--- src/rtl/hex_program_loader_pkg.sv ---
// -----------------------------------------------------------------------------
// hex_program_loader_pkg
//
// Shared types and constants for the board-side hex program loader. The loader
// assembles 32-bit instruction words from hex digits typed on the switches and
// writes them into instruction memory one after another.
//
// Contents:
//   loader_state_t  - loader FSM state (ENTRY while typing, WRITE while the
//                     memory handshake is in flight)
//   DIGIT_W         - width of one hex digit
//   WORD_W          - width of an instruction word
//   shift_in_digit  - appends one hex digit at the low end of a word
// -----------------------------------------------------------------------------
package hex_program_loader_pkg;

    typedef enum logic {
        ENTRY = 1'b0,
        WRITE = 1'b1
    } loader_state_t;

    localparam int DIGIT_W = 4;
    localparam int WORD_W  = 32;

    // The newest digit always lands in the least significant nibble, so a
    // partially typed word reads right-aligned with leading zero digits.
    function automatic logic [WORD_W-1:0] shift_in_digit(
        input logic [WORD_W-1:0]  word,
        input logic [DIGIT_W-1:0] digit
    );
        return {word[WORD_W-DIGIT_W-1:0], digit};
    endfunction

endpackage

--- src/rtl/hex_program_loader_if.sv ---
// -----------------------------------------------------------------------------
// hex_program_loader_if
//
// Instruction-memory write port used by the hex program loader.
//
// Signals:
//   mem_we    - write request, held until the memory acknowledges
//   mem_addr  - word address of the current / next write (ADDR_W bits)
//   mem_wdata - word being written
//   mem_ack   - memory accepted the write in this cycle
//
// Modports:
//   master - the loader (drives request, address and data)
//   slave  - the instruction memory (drives the acknowledge)
// -----------------------------------------------------------------------------
interface hex_program_loader_if #(
    parameter int ADDR_W = 8
);
    import hex_program_loader_pkg::*;

    logic              mem_we;
    logic [ADDR_W-1:0] mem_addr;
    logic [WORD_W-1:0] mem_wdata;
    logic              mem_ack;

    modport master (
        output mem_we,
        output mem_addr,
        output mem_wdata,
        input  mem_ack
    );

    modport slave (
        input  mem_we,
        input  mem_addr,
        input  mem_wdata,
        output mem_ack
    );

endinterface

--- src/rtl/hex_program_loader_key_debounce.sv ---
// -----------------------------------------------------------------------------
// key_debounce
//
// Conditions one raw active-low pushbutton. The key is brought into the clock
// domain with a two-flop synchronizer, then a stability counter decides when
// the accepted level may change. A debounced press (1 -> 0) emits a single
// cycle pulse; a release emits nothing.
//
// Ports:
//   clk    - system clock
//   reset  - asynchronous reset, active low (key reads as released)
//   key_n  - raw pushbutton, active low
//   level  - debounced key level (1 = released)
//   press  - one-cycle pulse on each debounced press
// -----------------------------------------------------------------------------
module key_debounce #(
    parameter int DEBOUNCE_CYCLES = 250000
) (
    input  logic clk,
    input  logic reset,
    input  logic key_n,
    output logic level,
    output logic press
);

    localparam int CNT_W = (DEBOUNCE_CYCLES > 1) ? $clog2(DEBOUNCE_CYCLES) : 1;
    localparam logic [CNT_W-1:0] LAST_COUNT = CNT_W'(DEBOUNCE_CYCLES - 1);

    logic             sync1_q;
    logic             sync2_q;
    logic             level_q;
    logic             level_d;
    logic             press_q;
    logic             press_d;
    logic [CNT_W-1:0] count_q;
    logic [CNT_W-1:0] count_d;

    // The counter tracks how many consecutive cycles the synchronized key has
    // disagreed with the accepted level. Any cycle of agreement (a glitch
    // ending) throws the count away. The cycle that completes the run flips
    // the level, and only a flip towards 0 is reported as a press.
    always_comb begin
        count_d = count_q;
        level_d = level_q;
        press_d = 1'b0;
        if (sync2_q == level_q) begin
            count_d = '0;
        end else if (count_q == LAST_COUNT) begin
            count_d = '0;
            level_d = sync2_q;
            press_d = ~sync2_q;
        end else begin
            count_d = count_q + CNT_W'(1);
        end
    end

    // Synchronizer and debounce state. Reset makes the key look released so
    // that leaving reset with a key held down needs a full stable period
    // before it registers as a press.
    always_ff @(posedge clk or negedge reset) begin
        if (!reset) begin
            sync1_q <= 1'b1;
            sync2_q <= 1'b1;
            level_q <= 1'b1;
            press_q <= 1'b0;
            count_q <= '0;
        end else begin
            sync1_q <= key_n;
            sync2_q <= sync1_q;
            level_q <= level_d;
            press_q <= press_d;
            count_q <= count_d;
        end
    end

    assign level = level_q;
    assign press = press_q;

endmodule

--- src/rtl/hex_program_loader.sv ---
// -----------------------------------------------------------------------------
// hex_program_loader
//
// Lets the operator type 32-bit instruction words as hex digits (SW[3:0] plus
// a "digit" pushbutton) and write them into consecutive instruction-memory
// words with a "commit" pushbutton. The word being typed is shown through
// word_preview, which feeds the eight-digit seven-segment display.
//
// Ports:
//   clk          - system clock (CLOCK_50)
//   reset        - asynchronous reset, active low
//   enable       - loader mode; when low the typing state is cleared
//   key_digit_n  - raw pushbutton, active low: shift sw_digit into the word
//   key_commit_n - raw pushbutton, active low: write the current word
//   sw_digit     - hex digit value
//   mem          - instruction-memory write port (master side)
//   word_preview - current assembly buffer
//   digit_count  - digits held in the buffer, 0..DIGITS
//   overflow     - sticky: a digit was entered while the buffer was full
//   busy         - a memory write is in progress
// -----------------------------------------------------------------------------
module hex_program_loader
    import hex_program_loader_pkg::*;
#(
    parameter int DEBOUNCE_CYCLES = 250000,
    parameter int ADDR_W          = 8,
    parameter int DIGITS          = 8
) (
    input  logic                clk,
    input  logic                reset,
    input  logic                enable,
    input  logic                key_digit_n,
    input  logic                key_commit_n,
    input  logic [DIGIT_W-1:0]  sw_digit,
    hex_program_loader_if.master mem,
    output logic [WORD_W-1:0]   word_preview,
    output logic [3:0]          digit_count,
    output logic                overflow,
    output logic                busy
);

    localparam logic [3:0] FULL_COUNT = 4'(DIGITS);

    logic digit_press;
    logic commit_press;
    logic unused_digit_level;
    logic unused_commit_level;

    loader_state_t     state_q;
    logic [WORD_W-1:0] buffer_q;
    logic [3:0]        count_q;
    logic              overflow_q;
    logic              we_q;
    logic [ADDR_W-1:0] addr_q;
    logic [WORD_W-1:0] wdata_q;

    key_debounce #(
        .DEBOUNCE_CYCLES(DEBOUNCE_CYCLES)
    ) u_digit_key (
        .clk   (clk),
        .reset (reset),
        .key_n (key_digit_n),
        .level (unused_digit_level),
        .press (digit_press)
    );

    key_debounce #(
        .DEBOUNCE_CYCLES(DEBOUNCE_CYCLES)
    ) u_commit_key (
        .clk   (clk),
        .reset (reset),
        .key_n (key_commit_n),
        .level (unused_commit_level),
        .press (commit_press)
    );

    // Loader FSM. In ENTRY the debounced key pulses edit the buffer; commit
    // takes priority over a simultaneous digit so a word is never extended on
    // the way out. A commit with an empty buffer has nothing to write and is
    // dropped. In WRITE the request, address and data stay frozen until the
    // memory acknowledges; keys and enable are ignored so a started write is
    // always finished. Leaving WRITE advances the address (wrapping naturally
    // at 2^ADDR_W) and starts a fresh word. With enable low in ENTRY the
    // loader is parked: buffer cleared and the next write goes to address 0.
    always_ff @(posedge clk or negedge reset) begin
        if (!reset) begin
            state_q    <= ENTRY;
            buffer_q   <= '0;
            count_q    <= '0;
            overflow_q <= 1'b0;
            we_q       <= 1'b0;
            addr_q     <= '0;
            wdata_q    <= '0;
        end else begin
            case (state_q)
                ENTRY: begin
                    if (!enable) begin
                        buffer_q   <= '0;
                        count_q    <= '0;
                        overflow_q <= 1'b0;
                        addr_q     <= '0;
                    end else if (commit_press) begin
                        if (count_q != 4'd0) begin
                            we_q    <= 1'b1;
                            wdata_q <= buffer_q;
                            state_q <= WRITE;
                        end
                    end else if (digit_press) begin
                        if (count_q < FULL_COUNT) begin
                            buffer_q <= shift_in_digit(buffer_q, sw_digit);
                            count_q  <= count_q + 4'd1;
                        end else begin
                            overflow_q <= 1'b1;
                        end
                    end
                end
                WRITE: begin
                    if (mem.mem_ack) begin
                        we_q       <= 1'b0;
                        addr_q     <= addr_q + ADDR_W'(1);
                        buffer_q   <= '0;
                        count_q    <= '0;
                        overflow_q <= 1'b0;
                        state_q    <= ENTRY;
                    end
                end
                default: begin
                    state_q <= ENTRY;
                end
            endcase
        end
    end

    assign mem.mem_we    = we_q;
    assign mem.mem_addr  = addr_q;
    assign mem.mem_wdata = wdata_q;

    assign word_preview = buffer_q;
    assign digit_count  = count_q;
    assign overflow     = overflow_q;
    assign busy         = (state_q == WRITE);

endmodule

--- src/flat_wrapper.sv ---
// flat-port wrapper written by rule: the top's interface ports become plain ports
module hex_program_loader_flat import hex_program_loader_pkg::*;
#(
    parameter int DEBOUNCE_CYCLES = 250000,
    parameter int ADDR_W          = 8,
    parameter int DIGITS          = 8
)
  (clk, reset, enable, key_digit_n, key_commit_n, sw_digit, word_preview, digit_count, overflow, busy, mem_mem_we, mem_mem_addr, mem_mem_wdata, mem_mem_ack);
  hex_program_loader_if #(.ADDR_W(ADDR_W)) mem_i ();
  input  logic clk;
  input  logic reset;
  input  logic enable;
  input  logic key_digit_n;
  input  logic key_commit_n;
  input  logic [DIGIT_W-1:0] sw_digit;
  output logic [WORD_W-1:0] word_preview;
  output logic [3:0] digit_count;
  output logic overflow;
  output logic busy;
  output wire logic [$bits(mem_i.mem_we)-1:0] mem_mem_we;
  output wire logic [$bits(mem_i.mem_addr)-1:0] mem_mem_addr;
  output wire logic [$bits(mem_i.mem_wdata)-1:0] mem_mem_wdata;
  input wire logic [$bits(mem_i.mem_ack)-1:0] mem_mem_ack;
  assign mem_mem_we = mem_i.mem_we;
  assign mem_mem_addr = mem_i.mem_addr;
  assign mem_mem_wdata = mem_i.mem_wdata;
  assign mem_i.mem_ack = mem_mem_ack;
  hex_program_loader #(.DEBOUNCE_CYCLES(DEBOUNCE_CYCLES), .ADDR_W(ADDR_W), .DIGITS(DIGITS)) u_core (.clk(clk), .reset(reset), .enable(enable), .key_digit_n(key_digit_n), .key_commit_n(key_commit_n), .sw_digit(sw_digit), .mem(mem_i), .word_preview(word_preview), .digit_count(digit_count), .overflow(overflow), .busy(busy));
endmodule
--- config.mk ---
export PLATFORM = sky130hd
export DESIGN_NAME = hex_program_loader_flat
export DESIGN_NICKNAME = d
export VERILOG_FILES = /design/src/rtl/hex_program_loader_pkg.sv /design/src/rtl/hex_program_loader_if.sv /design/src/rtl/hex_program_loader_key_debounce.sv /design/src/rtl/hex_program_loader.sv /design/src/flat_wrapper.sv
export SDC_FILE = /design/constraint.sdc
export NUM_CORES = 1
export LEC_CHECK = 0
export CORE_MARGIN = 4
export CORE_UTILIZATION = 55
export CTS_CLUSTER_DIAMETER = 60
export DETAILED_ROUTE_END_ITERATION = 6
export PLACE_DENSITY_LB_ADDON = 0.15
export SYNTH_ARGS = -nofsm -noshare
export SYNTH_HDL_FRONTEND = slang
export SYNTH_SLANG_ARGS = --single-unit
export TNS_END_PERCENT = 5
--- constraint.sdc ---
create_clock -name clk -period 3.4 [get_ports clk]
set_input_delay 0.68 -clock clk [delete_from_list [all_inputs] [get_ports clk]]
set_output_delay 0.68 -clock clk [all_outputs]
set_load 0.005 [all_outputs]
==> run summary <==
========================================================================================================
Result of the run                                                                           finished clean
Area of the mapped netlist                                                                     5290 um^2
Via Count                                                                                           3925
Overall Power                                                                                    3.44 mW
Area of the multi-input gates                                                                  2080 um^2
Maximum number of pins on one net before global-route repair                                          74
Cell types with the largest area share after synthesis                                      dfrtp_1, mux2_2, nand2_1, xnor2_1, o21ai_0
Total Routing Usage GR                                                                             20.3%
Net switching share of the total power                                                             21.9%
Switching power of the nets                                                                     0.756 mW
Share of synthesized area occupied by flip-flops and latches                                       58.3%
Critical path data required time                                                                 2.72 ns
Number of failing setup endpoints in the final timing report                                           0
Per-cell via count in the routed design                                                             5.43
Cell Pwr Density                                                                             500 nW/um^2
Combinational share of power                                                                        4.1%
First-pass GRT wire length                                                                      18400 um
H-tree level count                                                                                     4
Number of fill cells in the layout                                                                   645
Critical Path Start                                                                         u_core.busy$_DFF_PN0_
Post-detailed-placement half-perimeter wirelength                                                7470 um
Beginning of the worst register-to-register path                                            u_core.u_digit_key.count_q[0]$_DFF_PN0_
Detail Route Antenna Nets                                                                              0
GP Congestion                                                                                      0.814
Synthesized netlist net count                                                                        504
Fmax                                                                                             434 MHz
Initial core utilization                                                                           57.0%
R2R Setup Slk                                                                                    1.22 ns
1st-pass router iterations                                                                             5
Primary flip-flop cell chosen by synthesis mapping                                               dfrtp_1
Final Max Slew Viols                                                                                   0
Initial antenna violation count                                                                        0
Setup TNS after final layout                                                                        0 ns
Worst-Skew Late Latency                                                                          0.51 ns
Mean instance size in the synthesized netlist                                                  10.8 um^2
Leakage dissipation                                                                              2.95 nW
Synth Register Bits                                                                                  123
Die area                                                                                      11300 um^2
Fraction of final layout cells with drive strength greater than 1                                  14.8%
Top library cells by usage in the layout, fill and taps aside                               dfrtp_1, nand2_1, clkdlybuf4s50_1
I/O pin count                                                                                         89
Worst VDD drop                                                                                  0.326 mV
Clock root cell                                                                                 clkbuf_8
RSZ-0062 raised after global routing                                                               false
Slew margin rel.                                                                                   39.5%
Gate count after technology mapping                                                                  489
Floorplan core area                                                                            9280 um^2
Minimum clock period after layout                                                                2.30 ns
Number of rows in the core area                                                                       35
Part of the power in the clock network                                                             51.8%
Number of design rule violations left after detail routing                                             0
Critical Path Slowest Stage Cell                                                            clkdlybuf4s50_1
Cells along the critical path                                                               clkdlybuf4s50_1
Worst Setup End Kind                                                                        primary output
Depth of the critical timing path with buffers and inverters included                                  1
Number of gates resized after cts                                                                      0
Initial DRC Count                                                                                    151
Setup CP Type                                                                               flip-flop to primary output
Buffers on Ports                                                                                      88
Total buffers and inverters traversed by the critical path                                             1
Leading cell type in the layout, fill and taps excluded                                          dfrtp_1
Number of warnings issued by yosys                                                                     0
Highest cell delay on the worst timing path                                                      0.57 ns
Area overhead of the layout relative to synthesis                                                  30.2%
Crit path max fanout                                                                                  12
Maximum count of clock buffers along a single path                                                     2
Clock sink count                                                                                     123
Path depth of the worst reg2reg path                                                                   5
Via count of the first global-routing pass                                                          3868
Worst Tran Pin Value                                                                            0.908 ns
Cts-stage hold buffer count                                                                            0
TritonCTS Buffers                                                                                     17
Footprint of the flip-flops and latches                                                        3090 um^2
Number of unique standard cell types used by synthesis                                                41
Maxcap violations                                                                                      0
Vertical extent of the die                                                                        106 um
Final period util                                                                                  67.8%
Fraction of synthesis flops using an asynchronous set or reset pin                                  100%
Internal portion of total power                                                                  2.69 mW
Worst clock skew                                                                              0.00898 ns
Family with the most delay on the worst path                                                buffers and inverters
Fraction of synthesized cell area taken by the top area cell type                                  55.3%
Post-CTS Repair Setup Buffers                                                                          0
Total global routing overflow                                                                          0
HP Class                                                                                    input port to asynchronous set/reset pin
Avg WL per Cell                                                                                  15.2 um
Count of flip-flops with a built-in enable after synthesis                                             0
Reg-to-reg endpoint                                                                         u_core.u_digit_key.count_q[17]$_DFF_PN0_
Library cell with the largest summed area after synthesis                                        dfrtp_1
Sum of routed wire length over all layers                                                       11000 um
Hold violation count in the final report                                                               0
Seq pwr share                                                                                      44.1%
Crit path launch type                                                                          flip-flop
Number of nets in the layout                                                                         596
Clock tree from TritonCTS                                                                            yes
Die extent in x                                                                                   106 um
Data arrival time of the critical path                                                           1.62 ns
Worst setup path end                                                                                busy
Diodes inserted                                                                                        0
Post-CTS clock slew at the launch and capture registers of the worst setup and hold paths        0.06 ns
========================================================================================================
==> synthesized netlist by cell type (2+ instances only) <==
cell type / number
dfrtp_1: 117
nand2_1: 87
nor2_1: 48
o21ai_0: 37
mux2_2: 36
xnor2_1: 30
nand3_1: 13
clkbuf_1: 11
nor4_1: 11
inv_1: 10
nand4_1: 10
xor2_1: 9
nor3_1: 8
buf_2: 7
dfstp_2: 6
a21oi_1: 5
ha_1: 5
and3_1: 3
nand3b_1: 3
nor3b_1: 3
nor4b_1: 3
a2111oi_0: 2
a211oi_1: 2
buf_6: 2
nand2b_1: 2
nor2b_1: 2
or3_1: 2
or4_1: 2
==> worst min path at each step <==
stage | from | end | slack (ns) | cells past startpoint
after global placement | u_core.u_digit_key.sync1_q$_DFF_PN1_ | u_core.u_digit_key.sync2_q$_DFF_PN1_ | 0.35 | 0
after floorplan | u_core.u_commit_key.sync1_q$_DFF_PN1_ | u_core.u_commit_key.sync2_q$_DFF_PN1_ | 0.35 | 0
after global routing | u_core.u_digit_key.sync1_q$_DFF_PN1_ | u_core.u_digit_key.sync2_q$_DFF_PN1_ | 0.36 | 0
after detailed placement | u_core.u_commit_key.sync1_q$_DFF_PN1_ | u_core.u_commit_key.sync2_q$_DFF_PN1_ | 0.35 | 0
final | reset | u_core.mem.mem_addr[7]$_DFFE_PN0P_ | 0.30 | 1
after CTS | reset | u_core.mem.mem_addr[7]$_DFFE_PN0P_ | 0.33 | 1
==> power by group through the flow <==
stage | registers (mW) | logic, mW | clock network [mW]
floorplan | 1.54 | 0.0553 | 0
finish | 1.52 | 0.142 | 1.78
CTS | 1.52 | 0.147 | 1.80
detailed placement | 1.54 | 0.146 | 0
global placement | 1.54 | 0.142 | 0
global route | 1.52 | 0.162 | 1.87
==> cells by family after synthesis <==
kind of cell	share of synthesized area, %
xor gates and xnor gates	6.45
AOI/OAI and AO/OA	6.00
buffers and inverters	2.58
muxes	7.66
DFF	58.3
adders and majority gates	1.18
and+or+nand+nor	17.8
==> per-stage QoR <==
stage / std cells / hold WS [ns] / util, % / worst slack (ns) / instance area (um^2)
global placement: 691 / 0.347 / 67.8 / 0.897 / 6290
CTS: 723 / 0.330 / 74.2 / 1.08 / 6890
finish: 723 / 0.303 / 74.2 / 1.10 / 6890
detailed placement: 691 / 0.347 / 67.8 / 0.816 / 6290
floorplan: 489 / 0.345 / - / 1.58 / 5290
global route: 723 / 0.362 / 74.2 / 1.02 / 6890
==> layer usage <==
metal	global-route usage (%)	routed length, um
met2	34.6	5670
met4	6.48	67
met3	5.40	527
met1	25.4	4720
met5	0	0
==> state kept, by name, indices dropped and copies added (netlist names), 4 cells and up <==
register and flops:
u_core.digit_count 4, u_core.mem.mem_addr 8, u_core.mem.mem_wdata 32, u_core.u_commit_key.count_q 18, u_core.u_digit_key.count_q 18, u_core.word_preview 32
==> layout make-up <==
cell class / count / area share (%)
flip-flops and latches: 123 / 44.8
multi-input cells: 336 / 30.2
repair buffers: 93 / 13.5
clock buffers: 18 / 6.21
clock inverters: 14 / 2.47
well taps: 129 / 2.34
inverters: 10 / 0.545
Note: power is estimated with default switching activity, not from simulation.
